### src/rtl/lane_packer.sv
// Packs a stream of narrow lanes, little-endian, into one wide word with valid/ready on both sides.
// Define LANE_PACKER_LAST_EN to add the in_last port, which closes a word early.
module lane_packer #(
  parameter int IN_WIDTH  = 8,
  parameter int OUT_WIDTH = 128,
  localparam int BEATS    = OUT_WIDTH / IN_WIDTH,
  localparam int CW       = $clog2(BEATS) + 1
) (
  input  logic                 clk,
  input  logic                 reset,
  input  logic [IN_WIDTH-1:0]  in_data,
  input  logic                 in_valid,
  output logic                 in_ready,
`ifdef LANE_PACKER_LAST_EN
  input  logic                 in_last,
`endif
  output logic [OUT_WIDTH-1:0] out_data,
  output logic                 out_valid,
  input  logic                 out_ready,
  output logic [CW-1:0]        out_count
);

  localparam int IW = CW - 1;
  localparam logic [0:0]    S_FILL   = 1'b0;
  localparam logic [0:0]    S_HOLD   = 1'b1;
  localparam logic [IW-1:0] LAST_IDX = IW'(BEATS - 1);

  logic [0:0]           r_state;
  logic [IW-1:0]        r_idx;
  logic [OUT_WIDTH-1:0] r_acc;
  logic [OUT_WIDTH-1:0] r_out_data;
  logic [CW-1:0]        r_out_count;

  logic                 w_accept;
  logic                 w_release;
  logic                 w_last;
  logic                 w_close;
  logic [OUT_WIDTH-1:0] w_word;

`ifdef LANE_PACKER_LAST_EN
  assign w_last = in_last;
`else
  assign w_last = 1'b0;
`endif

  // The held word is the only thing that can stall the input side.
  assign out_valid = (r_state == S_HOLD);
  assign in_ready  = !out_valid || out_ready;
  assign out_data  = r_out_data;
  assign out_count = r_out_count;

  assign w_accept  = in_valid && in_ready;
  assign w_release = out_valid && out_ready;
  assign w_close   = w_accept && (w_last || (r_idx == LAST_IDX));

  always_comb begin
    w_word = r_acc;
    w_word[int'(r_idx) * IN_WIDTH +: IN_WIDTH] = in_data;
  end

  // A closing accept wins over a release, so a word closing in the release cycle stays valid.
  always_ff @(posedge clk) begin
    if (reset) begin
      r_state     <= S_FILL;
      r_idx       <= '0;
      r_acc       <= '0;
      r_out_data  <= '0;
      r_out_count <= '0;
    end else if (w_close) begin
      r_out_data  <= w_word;
      r_out_count <= CW'(r_idx) + CW'(1);
      r_acc       <= '0;
      r_idx       <= '0;
      r_state     <= S_HOLD;
    end else begin
      if (w_accept) begin
        r_acc <= w_word;
        r_idx <= r_idx + IW'(1);
      end
      if (w_release) begin
        r_state <= S_FILL;
      end
    end
  end

endmodule

### config.mk
export PLATFORM = sky130hd
export DESIGN_NAME = lane_packer
export DESIGN_NICKNAME = d
export VERILOG_FILES = /design/src/rtl/lane_packer.sv
export SDC_FILE = /design/constraint.sdc
export NUM_CORES = 1
export LEC_CHECK = 0
export CAP_MARGIN = 10
export CORE_UTILIZATION = 25
export CTS_BUF_LIST = sky130_fd_sc_hd__clkbuf_8
export CTS_CLUSTER_SIZE = 28
export DETAILED_ROUTE_END_ITERATION = 8
export MAX_ROUTING_LAYER = met4
export SETUP_SLACK_MARGIN = 0.4
export SYNTH_ARGS = -nofsm -noshare
export SYNTH_HDL_FRONTEND = slang
export SYNTH_SLANG_ARGS = --single-unit
export TNS_END_PERCENT = 10
### constraint.sdc
create_clock -name clk -period 2.7 [get_ports clk]
set_input_delay 0.27 -clock clk [delete_from_list [all_inputs] [get_ports clk]]
set_output_delay 0.27 -clock clk [all_outputs]
set_load 0.02 [all_outputs]
==> impl_metrics.py <==
metrics = {
    "detailed_routing": {
        "routedWlPerCell_um": 18.0,
        "antenna_left": 0,
        "dr.pass1.iters": 5,
        "drc": 0,
        "vias": 9936,
        "viasPerCell": 4.89,
        "wirelength_um": 36500,
        "drt-initial-drc-count": 715,
    },
    "worst_setup_path": {
        "worstPathRequired_ns": 2.43,
        "crit_type": "reg2out",
        "crit_path_start_kind": "flip-flop",
        "path_max_fanout": 11,
        "reg2reg_depth": 6,
        "endpoint_kind": "output port",
        "arrival_ns": 2.05,
    },
    "timing": {
        "slew_headroom_pct": 54.4,
        "setup_viol": 0,
        "worst_pin_slew_ns": 0.685,
        "max_freq_mhz": 432,
        "whs_ns": 0.448,
        "post-route-period-util_pct": 85.8,
        "skew_ns": 0.0285,
        "tns_ns": 0,
        "maxSlewViolCount": 0,
        "period_needed_ns": 2.32,
        "rsz0062_at_grt": "yes",
        "hold_viol": 0,
    },
    "status": {
        "status": "complete, no violations",
    },
    "synth": {
        "ys_top_cells_by_area": "dfxtp_1, mux2i_1, nand2_1",
        "mappedNetlistArea_um2": 11300,
        "synth.most_common_cell": "dfxtp_1",
        "synthCells": 1277,
        "synth_nets": 1292,
        "synth_top_area_share_pct": 47.3,
        "async_flop_share_pct": 0,
        "postSynthAreaPerCell_um2": 8.81,
        "ys_top_cells_by_count": "dfxtp_1, nand2_1, o21ai_0",
        "synth-edff-count": 0,
        "yosysSeqAreaShare_pct": 47.3,
        "synth-seq-cells": 266,
        "yosys.cell_types.count": 53,
        "ys.flop_type": "dfxtp_1",
        "synth_top_area_cell": "dfxtp_1",
        "yosysWarnings": 0,
    },
    "grt": {
        "antenna_found_initial": 0,
        "grt_max_degree": 83,
        "first_global_vias": 9747,
        "grt_pass1_wl_um": 56700,
        "track_usage_pct": 15.9,
        "globalRoute.totalOverflow": 0,
    },
    "clock_tree": {
        "clk_latency_ns": 0.58,
        "ctsHtreeMaxLevel": 2,
        "root_buffer": "clkbuf_8",
        "cts_buffers": 44,
        "cts_hold_buf": 0,
        "clk_transition_reported_paths_ns": 0.06,
        "cts_tree": "yes",
        "clkSinkCount": 266,
        "cts.path.max_buffers": 3,
    },
    "pwr": {
        "power.switching_mw": 2.05,
        "clkPwrFrac_pct": 44.5,
        "p_int_mw": 6.15,
        "p_leak_nw": 5.13,
        "power.density_nw_per_um2": 563,
        "swShare_pct": 25.0,
        "power_frac_seq_pct": 48.2,
        "comb_power_share_pct": 7.3,
        "ir_worst_vdd_mv": 0.271,
    },
    "layout": {
        "fill_cells": 4624,
        "drive_gt1_share_pct": 11.7,
        "multi_input_area_um2": 5510,
        "nets": 1426,
        "syn_to_final_growth_pct": 29.2,
        "antenna_cells": 0,
        "instances_no_fill": 2033,
        "seqCellArea_um2": 5330,
    },
    "floorplanning": {
        "die_width_um": 214,
        "row_count": 77,
        "die_area_um2": 45900,
        "initial_core_util_pct": 25.4,
        "die_y_um": 214,
        "core_um2": 44300,
        "io_pins": 147,
    },
    "placement": {
        "port_buffers": 146,
        "dp_hpwl_um": 25300,
        "place_inst": 1944,
        "gp_congestion": 0.867,
    },
    "worst_hold_path": {
        "hold_depth": 2,
        "hold_path.class": "reg2reg",
    },
    "flow_run": {
        "drv_cap": 0,
    },
}
[path summary, 6_finish.rpt]
| check | start | to | slack, ns |
|---|---|---|---|
| worst max-delay path | out_valid$_SDFFE_PP0P_ | in_ready | 0.38 |
| worst min register to register | out_data[107]$_SDFFE_PP0P_ | out_data[107]$_SDFFE_PP0P_ | 0.45 |
| worst max register to register | r_idx[1]$_SDFFE_PP0P_ | out_data[93]$_SDFFE_PP0P_ | 0.40 |
| worst min-delay path | out_data[107]$_SDFFE_PP0P_ | out_data[107]$_SDFFE_PP0P_ | 0.45 |
[cell families after synthesis]
| logic type | synth area share (%) |
|---|---|
| xor+xnor | 0.389 |
| simple gates | 19.3 |
| compound gates | 17.4 |
| flops | 47.3 |
| mux | 10.0 |
| buf+inv | 5.25 |
| fa+ha+maj | 0.334 |
[layout by cell type, fill, tap and decap left out, types with 14 or more instances in the layout]
| cell type | Yosys | routed |
|---|---|---|
| dfxtp_1 | 266 | 264 |
| nand2_1 | 207 | 206 |
| clkdlybuf4s50_1 | 0 | 146 |
| o21ai_0 | 125 | 125 |
| mux2i_1 | 113 | 113 |
| nand3_1 | 100 | 97 |
| a21oi_1 | 77 | 77 |
| o211ai_1 | 76 | 76 |
| clkbuf_8 | 0 | 58 |
| buf_4 | 9 | 56 |
| and3_1 | 41 | 40 |
| nor2_1 | 24 | 24 |
| nand4_1 | 20 | 20 |
| a221o_1 | 19 | 19 |
| inv_1 | 5 | 14 |
| and2_1 | 15 | 14 |
[critical path: stages, from the launching register on]
cell,delay [ns]
dfxtp_1,0.35
nor2b_1,0.31
inv_2,0.18
clkdlybuf4s50_1,0.61
[state kept, by name, summed over array words and instances (netlist names)]
| name | count |
|---|---|
| r_acc | 128 |
| r_idx | 4 |
| out_count | 5 |
| out_valid | 1 |
| out_data | 128 |
[power groups by stage]
| stage | logic, mW | registers [mW] | clock network (mW) |
|---|---|---|---|
| 3_3_place_gp | 0.519 | 4.03 | 0 |
| 2_1_floorplan | 0.376 | 4.03 | 0 |
| 4_1_cts | 0.540 | 3.95 | 3.74 |
| 3_5_place_dp | 0.529 | 4.03 | 0 |
| 5_1_grt | 0.643 | 3.94 | 3.91 |
| 6_report | 0.601 | 3.95 | 3.65 |
[area by class of cell]
type / count / share of cell area, %
Inverter: 6 / 0.172
Sequential cell: 266 / 36.7
Multi-Input combinational cell: 882 / 37.9
Timing Repair Buffer: 211 / 14.0
Clock buffer: 58 / 5.49
Tap cell: 592 / 5.09
Clock inverter: 18 / 0.748
[per-layer routing]
metal	up-vias	wire length [um]	share of wire [%]	global-route usage (%)
li1	4821	-	-	-
met1	4737	15800	43	19.4
met2	303	17100	47	25.3
met3	75	2470	6.7	3.59
met4	0	1160	3.2	6.36
met5	-	0	0	-
[through the flow]
step | setup slack [ns] | power (mW) | cell area [um2] | utilization [%]
final | 0.384 | 8.20 | 14500 | 32.8
after global routing | 0.317 | 8.50 | 14500 | 32.8
after CTS | 0.335 | 8.23 | 14400 | 32.4
after detailed placement | 0.148 | 4.56 | 13400 | 30.2
after global placement | 0.272 | 4.55 | 13400 | 30.2
after floorplan | 0.269 | 4.40 | 11300 | -
[repair_timing]
action / in CTS / in global routing
endpoints found under the setup margin: 140 / 162
gates resized for setup: 9 / 21
cloned: 0 / 1
setup buffers: 3 / 8
pin swaps: 1 / 6
Power figures use the tool's default switching activity.
